### config.mk
export PLATFORM = sky130hd
export DESIGN_NAME = conv_psum_acc
export DESIGN_NICKNAME = d
export VERILOG_FILES = /design/src/rtl/conv_psum_acc.sv
export SDC_FILE = /design/constraint.sdc
export NUM_CORES = 1
export LEC_CHECK = 0
export BUFFER_PORTS_ARGS = -buffer_cell sky130_fd_sc_hd__buf_2
export CAP_MARGIN = 25
export CORE_MARGIN = 2
export CORE_UTILIZATION = 30
export CTS_BUF_LIST = sky130_fd_sc_hd__clkbuf_4 sky130_fd_sc_hd__clkbuf_8
export CTS_CLUSTER_DIAMETER = 80
export DETAILED_ROUTE_END_ITERATION = 6
export HOLD_SLACK_MARGIN = 0.02
export PLACE_DENSITY_LB_ADDON = 0.15
export REMOVE_ABC_BUFFERS = 1
export SLEW_MARGIN = 20
export SYNTH_ARGS = -nofsm -noshare
export SYNTH_HDL_FRONTEND = slang
export SYNTH_SLANG_ARGS = --single-unit
export TNS_END_PERCENT = 20
### constraint.sdc
create_clock -name clk -period 3.5 [get_ports clk]
set_input_delay 0.525 -clock clk [delete_from_list [all_inputs] [get_ports clk]]
set_output_delay 0.525 -clock clk [all_outputs]
set_load 0.005 [all_outputs]
### src/rtl/conv_psum_acc.sv
// Partial-sum accumulator behind the Tin-channel adder tree: sums one group of beats into a
// pixel partial sum and hands it out through a 2-entry queue. Build with PSUM_SAT_EN to clamp instead of wrap.
module conv_psum_acc #(
  parameter int IN_WIDTH  = 22,
  parameter int ACC_WIDTH = 32
) (
  input  logic                 clk,
  input  logic                 rst_n,
  input  logic [IN_WIDTH-1:0]  i_dat,
  input  logic                 i_vld,
  input  logic                 i_first,
  input  logic                 i_last,
  output logic                 i_rdy,
  input  logic                 i_clr,
  output logic [ACC_WIDTH-1:0] o_dat,
  output logic                 o_vld,
  input  logic                 o_rdy,
  output logic                 o_err,
  output logic                 o_sat
);

  typedef enum logic {IDLE, ACCUM} state_e;

  state_e                      state_q;
  logic signed [IN_WIDTH-1:0]  dat_s;
  logic signed [ACC_WIDTH-1:0] acc_q, ext, base, res;
  logic [ACC_WIDTH-1:0]        head_q, head_d, tail_q, tail_d;
  logic [1:0]                  cnt_q, cnt_d;
  logic                        err_q, err_d;
  logic                        acc_en, push, pop, restart, seq_bad;

  assign dat_s   = i_dat;
  assign ext     = ACC_WIDTH'(dat_s);
  assign acc_en  = i_vld && i_rdy;
  // A beat that starts a group (legally or not) discards whatever partial sum exists.
  assign restart = (state_q == IDLE) || i_first;
  assign base    = restart ? '0 : acc_q;
  assign seq_bad = (state_q == IDLE) ? !i_first : i_first;
  assign push    = acc_en && i_last;
  assign pop     = o_vld && o_rdy;

`ifdef PSUM_SAT_EN
  logic signed [ACC_WIDTH:0] sum;
  logic                      ovf, sat_q, sat_d;

  assign sum   = (ACC_WIDTH+1)'(base) + (ACC_WIDTH+1)'(ext);
  assign ovf   = sum[ACC_WIDTH] != sum[ACC_WIDTH-1];
  assign res   = !ovf ? sum[ACC_WIDTH-1:0] :
                 sum[ACC_WIDTH] ? {1'b1, {(ACC_WIDTH-1){1'b0}}} : {1'b0, {(ACC_WIDTH-1){1'b1}}};
  assign sat_d = (acc_en && ovf) || (sat_q && !i_clr);
  assign o_sat = sat_q;

  always_ff @(posedge clk or negedge rst_n) begin
    if (!rst_n) sat_q <= 1'b0;
    else        sat_q <= sat_d;
  end
`else
  assign res   = base + ext;
  assign o_sat = 1'b0;
`endif

  assign err_d = (acc_en && seq_bad) || (err_q && !i_clr);

  // Queue: head lives directly in the output register, tail is the overflow slot.
  always_comb begin
    cnt_d  = cnt_q;
    head_d = head_q;
    tail_d = tail_q;
    case ({push, pop})
      2'b10: begin
        if (cnt_q == 2'd0) head_d = res;
        else               tail_d = res;
        cnt_d = cnt_q + 2'd1;
      end
      2'b01: begin
        if (cnt_q == 2'd2) head_d = tail_q;
        cnt_d = cnt_q - 2'd1;
      end
      2'b11: begin
        if (cnt_q == 2'd1) head_d = res;
        else begin
          head_d = tail_q;
          tail_d = res;
        end
      end
      default: ;
    endcase
  end

  always_ff @(posedge clk or negedge rst_n) begin
    if (!rst_n) begin
      state_q <= IDLE;
      acc_q   <= '0;
      head_q  <= '0;
      tail_q  <= '0;
      cnt_q   <= 2'd0;
      err_q   <= 1'b0;
    end else begin
      head_q <= head_d;
      tail_q <= tail_d;
      cnt_q  <= cnt_d;
      err_q  <= err_d;
      if (acc_en) begin
        if (i_last) begin
          acc_q   <= '0;
          state_q <= IDLE;
        end else begin
          acc_q   <= res;
          state_q <= ACCUM;
        end
      end
    end
  end

  assign i_rdy = cnt_q != 2'd2;
  assign o_vld = cnt_q != 2'd0;
  assign o_dat = head_q;
  assign o_err = err_q;

endmodule

==> results summary, run 1 <==
The flow ran to the end, and the final reports show no timing, DRC or antenna violations. By startpoint and endpoint, the worst setup path is classified as register to register. The final period demand of the worst path came out at 3.39 ns. In the layout the commonest cells are sky130_fd_sc_hd__buf_4, sky130_fd_sc_hd__dfrtp_1, sky130_fd_sc_hd__nand2_1, sky130_fd_sc_hd__buf_2, sky130_fd_sc_hd__nor2_1.

The worst pin sits at a relative slew slack of 0.513. The wire length of the first global-routing pass is 31700 um. The async set-or-reset flop fraction in the synthesized netlist came out at 1.00. The number of vias per cell after detailed routing is 5.15. The endpoint required time on the critical path is 3.75 ns. Summed over all layers, the global routing overflow is 0. The worst voltage drop across the vdd grid came out at 237 uV. Clock-pin slew was measured on the worst setup and hold paths at 0.11 ns.

The peak per-stage delay on the critical path came out at 0.42 ns. The cell that appears most often on the critical path is sky130_fd_sc_hd__ha_1. The deepest clock path buffer count is 2. The cell count after synthesis is 659. The H-tree generated during clock tree synthesis spans 3 levels.

The number of synthesized register bits is 100. The number of warnings printed during yosys synthesis is 0. sky130_fd_sc_hd__dfrtp_1 takes more of the synthesized area than any other cell. The via count of the first global-routing pass is 5910. The worst endpoint data arrival time is 3.64 ns. The finished cells cover 0.00787 mm^2. The number of DRC violations after detailed routing is 0.

The pin slew with the least headroom to its limit came out at 0.731 ns. By area the synthesized netlist is led by sky130_fd_sc_hd__dfrtp_1, sky130_fd_sc_hd__ha_1, sky130_fd_sc_hd__mux2_2. The max-slew violation total from the final report came to 0.

The average wire length per cell after detail routing came out at 18.1 um. The placed wire-length estimate after detailed placement is 14500 um. The final count of negative-setup-slack endpoints came out at 0.

The antenna cell count came out at 0. The clock latency at the later pin of the worst-skew pair came out at 0.40 ns. The share of the core filled with cells in the final layout came out at 0.390. The most used flip-flop cell after synthesis is sky130_fd_sc_hd__dfrtp_1.

Traced cell by cell, the critical path runs through ha_1 > and2_1 > ha_1 > fa_1 > a21o_1 > a221oi_4 > o2111ai_2 > a211oi_2 > nor2_1 > or4_1 > nand4_1 > o21ai_0. Across the run, the number of max-cap violations was 0. In this run the worst hold path is classified as input pin to asynchronous set/reset pin. Entering global routing, the biggest net connects 76 pins. The count of cell types in the netlist is 58.

The core region is 0.0202 mm^2. The worst setup path is captured at a register. The cell area after placement came out at 0.00749 mm^2.

Setup repair after global routing could not meet its margin everywhere. The final net count came out at 876. The die outline height came out at 147 um. The count of final hold-check violations is 0. The die covers 0.0216 mm^2. The effective utilization at floorplan is 0.305. The kind of launch point of the worst setup path is a register.

Of the cells placed in the final design, the portion with a size suffix greater than 1 is 0.301. The total power divided by cell area is 635 mW/mm^2. The sum of negative setup slack is 0 ns. The width of the chip came out at 147 um.

The period utilization is 0.967. Leaving out fill and tap cells, the most frequent cell in the layout is sky130_fd_sc_hd__buf_4. The upper clock frequency limit is 0.295 GHz. The aggregate global-route resource usage is 0.187. The post-synthesis area per instance is 9.32 um^2. The root cell of the clock tree is sky130_fd_sc_hd__clkbuf_8. The sequential share of the synthesized area is 0.407. The number of enable-type register cells in the synthesized netlist came out at 0. The leakage power came out at 3.68 nW. For this block, the initial DRC count from the detailed router was 264. The routed layout has 5573 vias. The total number of clock tree sinks came out at 100. The largest individual stage delay along the critical path comes from the cell sky130_fd_sc_hd__or4_1. The highest fanout seen on the critical path is 3.

At the end of routability-driven placement, the weighted congestion stood at 0.880. The relative area change from synthesis to final layout came out at 28.1%. The total routed wirelength is 19600 um. The synthesized netlist occupies a cell area of 0.00614 mm^2. The TritonCTS buffer count is 9. The count of pins on the block boundary came out at 65. The residual antenna-violating net count after detailed routing is 0. The iteration count of the initial detailed-routing pass is 4. The top-area cell type share of the netlist area is 0.407.

Buffers placed on the I/O ports in this run total 63. The count of hold buffers inserted by post-cts repair came out at 0. TritonCTS built the clock tree. The number of inserted filler cells in the final layout is 2095.

The number of antenna violations at the first check in global routing was 0. The clock tree skew after final layout is 0.0129 ns. The number of standard-cell rows in the floorplan is 52.
==> cell usage after synthesis (16+ instances only) <==
| library cell | number |
|---|---|
| sky130_fd_sc_hd__dfrtp_1 | 100 |
| sky130_fd_sc_hd__nand2_1 | 67 |
| sky130_fd_sc_hd__nor2_1 | 61 |
| sky130_fd_sc_hd__a21oi_1 | 40 |
| sky130_fd_sc_hd__ha_1 | 38 |
| sky130_fd_sc_hd__o21ai_0 | 38 |
| sky130_fd_sc_hd__and2_1 | 32 |
| sky130_fd_sc_hd__clkbuf_1 | 31 |
| sky130_fd_sc_hd__mux2_2 | 24 |
| sky130_fd_sc_hd__a22o_1 | 22 |
| sky130_fd_sc_hd__a221oi_1 | 21 |
| sky130_fd_sc_hd__xnor2_1 | 18 |
| sky130_fd_sc_hd__inv_1 | 16 |
==> power breakdown <==
group	total (W)	switching [W]	internal [W]
logic	0.00232	0.00125	0.00106
registers	0.00193	0.000258	0.00167
clock network	0.000758	0.000468	0.000291
total	0.00500	0.00198	0.00302
==> flip-flops by register name, indices dropped and copies added, names as in the netlist <==
signal / cells
cnt_q: 2
o_err: 1
acc_q: 32
state_q: 1
o_dat: 32
tail_q: 32
==> worst max-delay path, delay by kind of cell (launching register included) <==
kind                       cells  cell delay [ns]
AOI/OAI and AO/OA              5             1.17
and+or+nand+nor                4             0.86
adders and majority gates      3             0.83
DFF                            1             0.40
==> through the flow <==
stage	hold WS, ns	cells	setup slack, ns	total power [W]
after floorplan	0.229	621	-0.218	0.00323
after global placement	0.456	1064	-0.311	0.00419
after detailed placement	0.463	1064	-0.383	0.00425
after CTS	0.276	1080	0.00196	0.00504
after global routing	0.205	1083	-0.0543	0.00541
final	0.159	1083	0.115	0.00500
==> logic make-up (layout without fill, tap and decap cells) <==
logic type      Yosys count  after routing  share of synthesized area
mux                      25             25                     0.0456
buf+inv                  54            208                     0.0358
fa+ha+maj                39             39                     0.0807
simple gates            213            213                      0.165
compound gates          198            198                      0.224
flops                   100            100                      0.407
xor+xnor                 29             29                     0.0413
other cells               1              1                   0.000610
==> metal layers <==
layer	GRT usage	wire length, um	vias up
met5	0	0	-
met4	0.0534	447	0
li1	-	-	2697
met1	0.239	8820	2747
met3	0.0326	736	28
met2	0.324	9580	101
==> timing repair <==
item                                    4_1_cts  5_1_grt
hold endpoints to repair                      0        0
pin swaps                                     0        6
endpoints found under the setup margin        8       28
gates resized for setup                       4       26
buffers inserted                              0        3
==> layout make-up <==
class                           count  area (um^2)  area share
Clock inverter                      6         57.6     0.00731
Timing Repair Buffer              176         1170       0.149
Inverter                           16         60.1     0.00763
Sequential cell                   100         2500       0.318
Clock buffer                       10          138      0.0175
Tap cell                          270          338      0.0429
Multi-Input combinational cell    505         3600       0.458
==> worst paths after layout <==
| kind | start | to | slack [ns] | depth (start not counted) |
|---|---|---|---|---|
| worst max-delay path | state_q | tail_q[28] | 0.11 | 12 |
| worst min-delay path | rst_n | tail_q[29] | 0.16 | 1 |
| worst max register to register | state_q | tail_q[28] | 0.11 | 12 |
| worst min register to register | acc_q[24] | acc_q[24] | 0.48 | 2 |
| max in group asynchronous | rst_n | tail_q[6] | 2.64 | 2 |
| min in group clk | i_clr | o_err | 0.29 | 2 |
No activity file was read; power rests on OpenSTA's default activity.
==> run 2, diff against run 1 <==
- REMOVE_ABC_BUFFERS: 1 -> unset
==> results summary, run 2 (synthesized netlist as in run 1, its figures left out) <==
Walking the worst path, the cells encountered are ha_4 > buf_6 > buf_6 > and2_4 > ha_4 > buf_4 > o21a_1 > nor3_1 > a311o_1 > o311ai_4 > nand3b_1 > nor3b_2 > buf_4 > nand2b_1 > o31ai_2. The violation count after the first detailed-routing iteration is 216 (-18%). The share of the core filled with cells in the final layout came out at 0.394 (+0.00366).

The post-route total power is 0.00516 W (+3.2%). The leakage power came out at 3.71 nW (+0.90%). The internal power summed over all cells is 0.00322 W (+6.4%).

The overall die area is 0.0216 mm^2 (unchanged). The antenna cell count is 0 (unchanged). The total number of clock tree sinks came to 100 (unchanged). The upper clock frequency limit is 0.299 GHz (+1.4%). The worst setup slack after layout came out at 0.160 ns (+0.0456 ns).

The clock edge transition at the registers on the reported setup and hold paths came out at 0.11 ns (about the same). The path class of the tightest hold or removal check is input pin to asynchronous set/reset pin. The worst hold-check slack is 0.148 ns (-0.0112 ns). The share of final-layout standard cells stronger than drive strength 1 came out at 0.300 (-0.00135).

The worst endpoint data arrival time came out at 3.65 ns (about the same). The max-slew violation total from the final report came out at 0 (unchanged). The number of vias per cell after detailed routing is 5.16 (+0.19%). The total power divided by cell area is 650 mW/mm^2 (+2.3%).

The residual antenna-violating net count after detailed routing came out at 0 (unchanged). The count of buffers from port buffering came to 63 (unchanged). The total overflow reported by the global router came out at 0 (unchanged). The worst setup slack after placement came out at -0.327 ns (+0.0564 ns). TritonCTS built the clock tree.

The placed wire-length estimate after detailed placement is 14400 um (-1.1%). The sort of element at the end of the critical path is a register. The most common cell after layout, fill and taps aside is sky130_fd_sc_hd__buf_4. The tree is rooted in a sky130_fd_sc_hd__clkbuf_8.

The count of pins on the block boundary came out at 65 (unchanged). The via count of the first global-routing pass was 5783 (-2.1%). The sum of negative setup slack came to 0 ns (unchanged). The deepest clock path buffer count is 2 (unchanged). The area of the placeable core came to 0.0202 mm^2 (unchanged). The remaining max-slew budget at the tightest pin came out at 0.547 (+0.0346). The highest fanout seen on the critical path is 12 (+9). The final period demand of the worst path is 3.34 ns (-0.0456 ns). Leaving out fill and tap cells, the most frequent cells in the layout are sky130_fd_sc_hd__buf_4, sky130_fd_sc_hd__dfrtp_1, sky130_fd_sc_hd__nand2_1, sky130_fd_sc_hd__buf_2, sky130_fd_sc_hd__nor2_1. The width of the chip is 147 um (unchanged).

The worst voltage drop across the vdd grid is 198 uV (-17%). The count of final hold-check violations came out at 0 (unchanged). The internal reg-to-reg setup slack is 0.16 ns (+0.05 ns).

The slowest stage of the critical path is the sky130_fd_sc_hd__o311ai_4 cell. The effective utilization at floorplan came to 0.305 (unchanged). The terminus of the critical flop-to-flop path is acc_q[26]. The pin slew with the least headroom to its limit was 0.679 ns (-0.0519 ns).

The endpoint required time on the critical path came out at 3.81 ns (+0.06 ns). The TritonCTS buffer count is 9 (unchanged). The wire length of the first global-routing pass came out at 31300 um (-1.2%). The routability congestion estimate from global placement is 0.899 (+2.1%). The number of standard-cell rows in the floorplan is 52 (unchanged). Setup repair after global routing could not meet its margin everywhere. The iteration count of the initial detailed-routing pass came out at 4 (unchanged). The clock tree skew after final layout was 0.0190 ns (+0.00612 ns). The area growth from synthesis to layout is 29.3%. The aggregate global-route resource usage was 0.182 (-0.00512). The portion of total power attributed to the clock network was 0.170 (+0.018). The total net switching power came out at 0.00195 W (-1.7%). The peak per-stage delay on the critical path was 0.46 ns (+0.04 ns). The die outline height is 147 um (unchanged).

The number of nets in the synthesized netlist is 727. The period utilization came to 0.954 (-0.0130). The number of antenna violations at the first check in global routing is 0 (unchanged). The maximum level of the CTS H-tree came out at 3 (unchanged). The switching share of total power came out at 0.377 (-0.0189). The fraction of power consumed by combinational cells is 0.455 (-0.008).

The number of DRC violations after detailed routing came out at 0 (unchanged). The average wire length per cell after detail routing came out at 17.6 um (-2.4%). The proportion of power drawn by flip-flops and latches came out at 0.375 (-0.010). The overall via count from detail_route came out at 5568 (-0.090%).

The largest net degree at the start of global routing was 54 (-29%). The number of maximum-capacitance constraint violations is 0 (unchanged). The critical path in this run is classified as register to register.

The clock latency at the later pin of the worst-skew pair came out at 0.40 ns (about the same). The total routed wirelength was 19100 um (-2.7%). The final net count came out at 873 (-0.34%).

The final count of negative-setup-slack endpoints was 0 (unchanged). The number of cells traversed by the worst register-to-register path is 15 (+3). The run finished with clean final reports. The beginning of the worst register-to-register path is state_q.

The kind of launch point of the worst setup path is a register.
-- run 2: metal layers --
metal | wire length [um] | track usage | part of all wire | vias to the layer above
li1 | - | - | - | 2691
met1 | 8740 | 0.236 | 0.46 | 2762
met2 | 9410 | 0.314 | 0.49 | 101
met3 | 610 | 0.0332 | 0.032 | 14
met4 | 302 | 0.0418 | 0.016 | 0
met5 | 0 | 0 | 0 | -
-- run 2: what timing repair did --
action                                  in CTS  in global routing
setup buffers                                1                  4
resized for setup                            7                 26
hold buffers                                 0                  0
endpoints found under the setup margin      13                 36
hold endpoints to repair                     0                  0
pin swaps                                    3                 15
-- run 2: worst max path at each step --
stage                            end    start  cells past startpoint
after CTS                 tail_q[31]  state_q                     14
after global routing       o_dat[16]  state_q                     14
after detailed placement   o_dat[30]  i_first                     14
after floorplan           tail_q[28]  i_first                     13
after global placement     o_dat[30]  i_first                     14
final                      acc_q[26]  state_q                     15
-- run 2: per-stage QoR --
step / cell area [um^2] / cells
after floorplan: 6140 / 659
after global routing: 7940 / 1080
final: 7940 / 1080
after global placement: 7450 / 1058
after detailed placement: 7450 / 1058
after CTS: 7730 / 1075
-- run 2: layout make-up --
type	instances	area, um^2
clock inverter	5	83.8
inverter	16	60.1
multi-input combinational	505	3620
sequential	100	2500
timing repair buffer	173	1190
tap	270	338
fill	2069	12200
clock buffer	11	151
-- run 2: worst max-delay path: cells and delay by family, from the launching register on --
kind	cells	cell delay [ns]
simple gates	5	0.67
flops	1	0.42
compound gates	4	1.19
buf+inv	4	0.54
fa+ha+maj	2	0.44
-- run 2: power groups by stage --
| stage | sequential, W | combinational [W] | clock [W] |
|---|---|---|---|
| 6_report | 0.00193 | 0.00235 | 0.000878 |
| 5_1_grt | 0.00201 | 0.00261 | 0.000958 |
| 4_1_cts | 0.00194 | 0.00230 | 0.000913 |
| 3_5_place_dp | 0.00196 | 0.00229 | 0 |
| 3_3_place_gp | 0.00195 | 0.00224 | 0 |
| 2_1_floorplan | 0.00191 | 0.00135 | 0 |
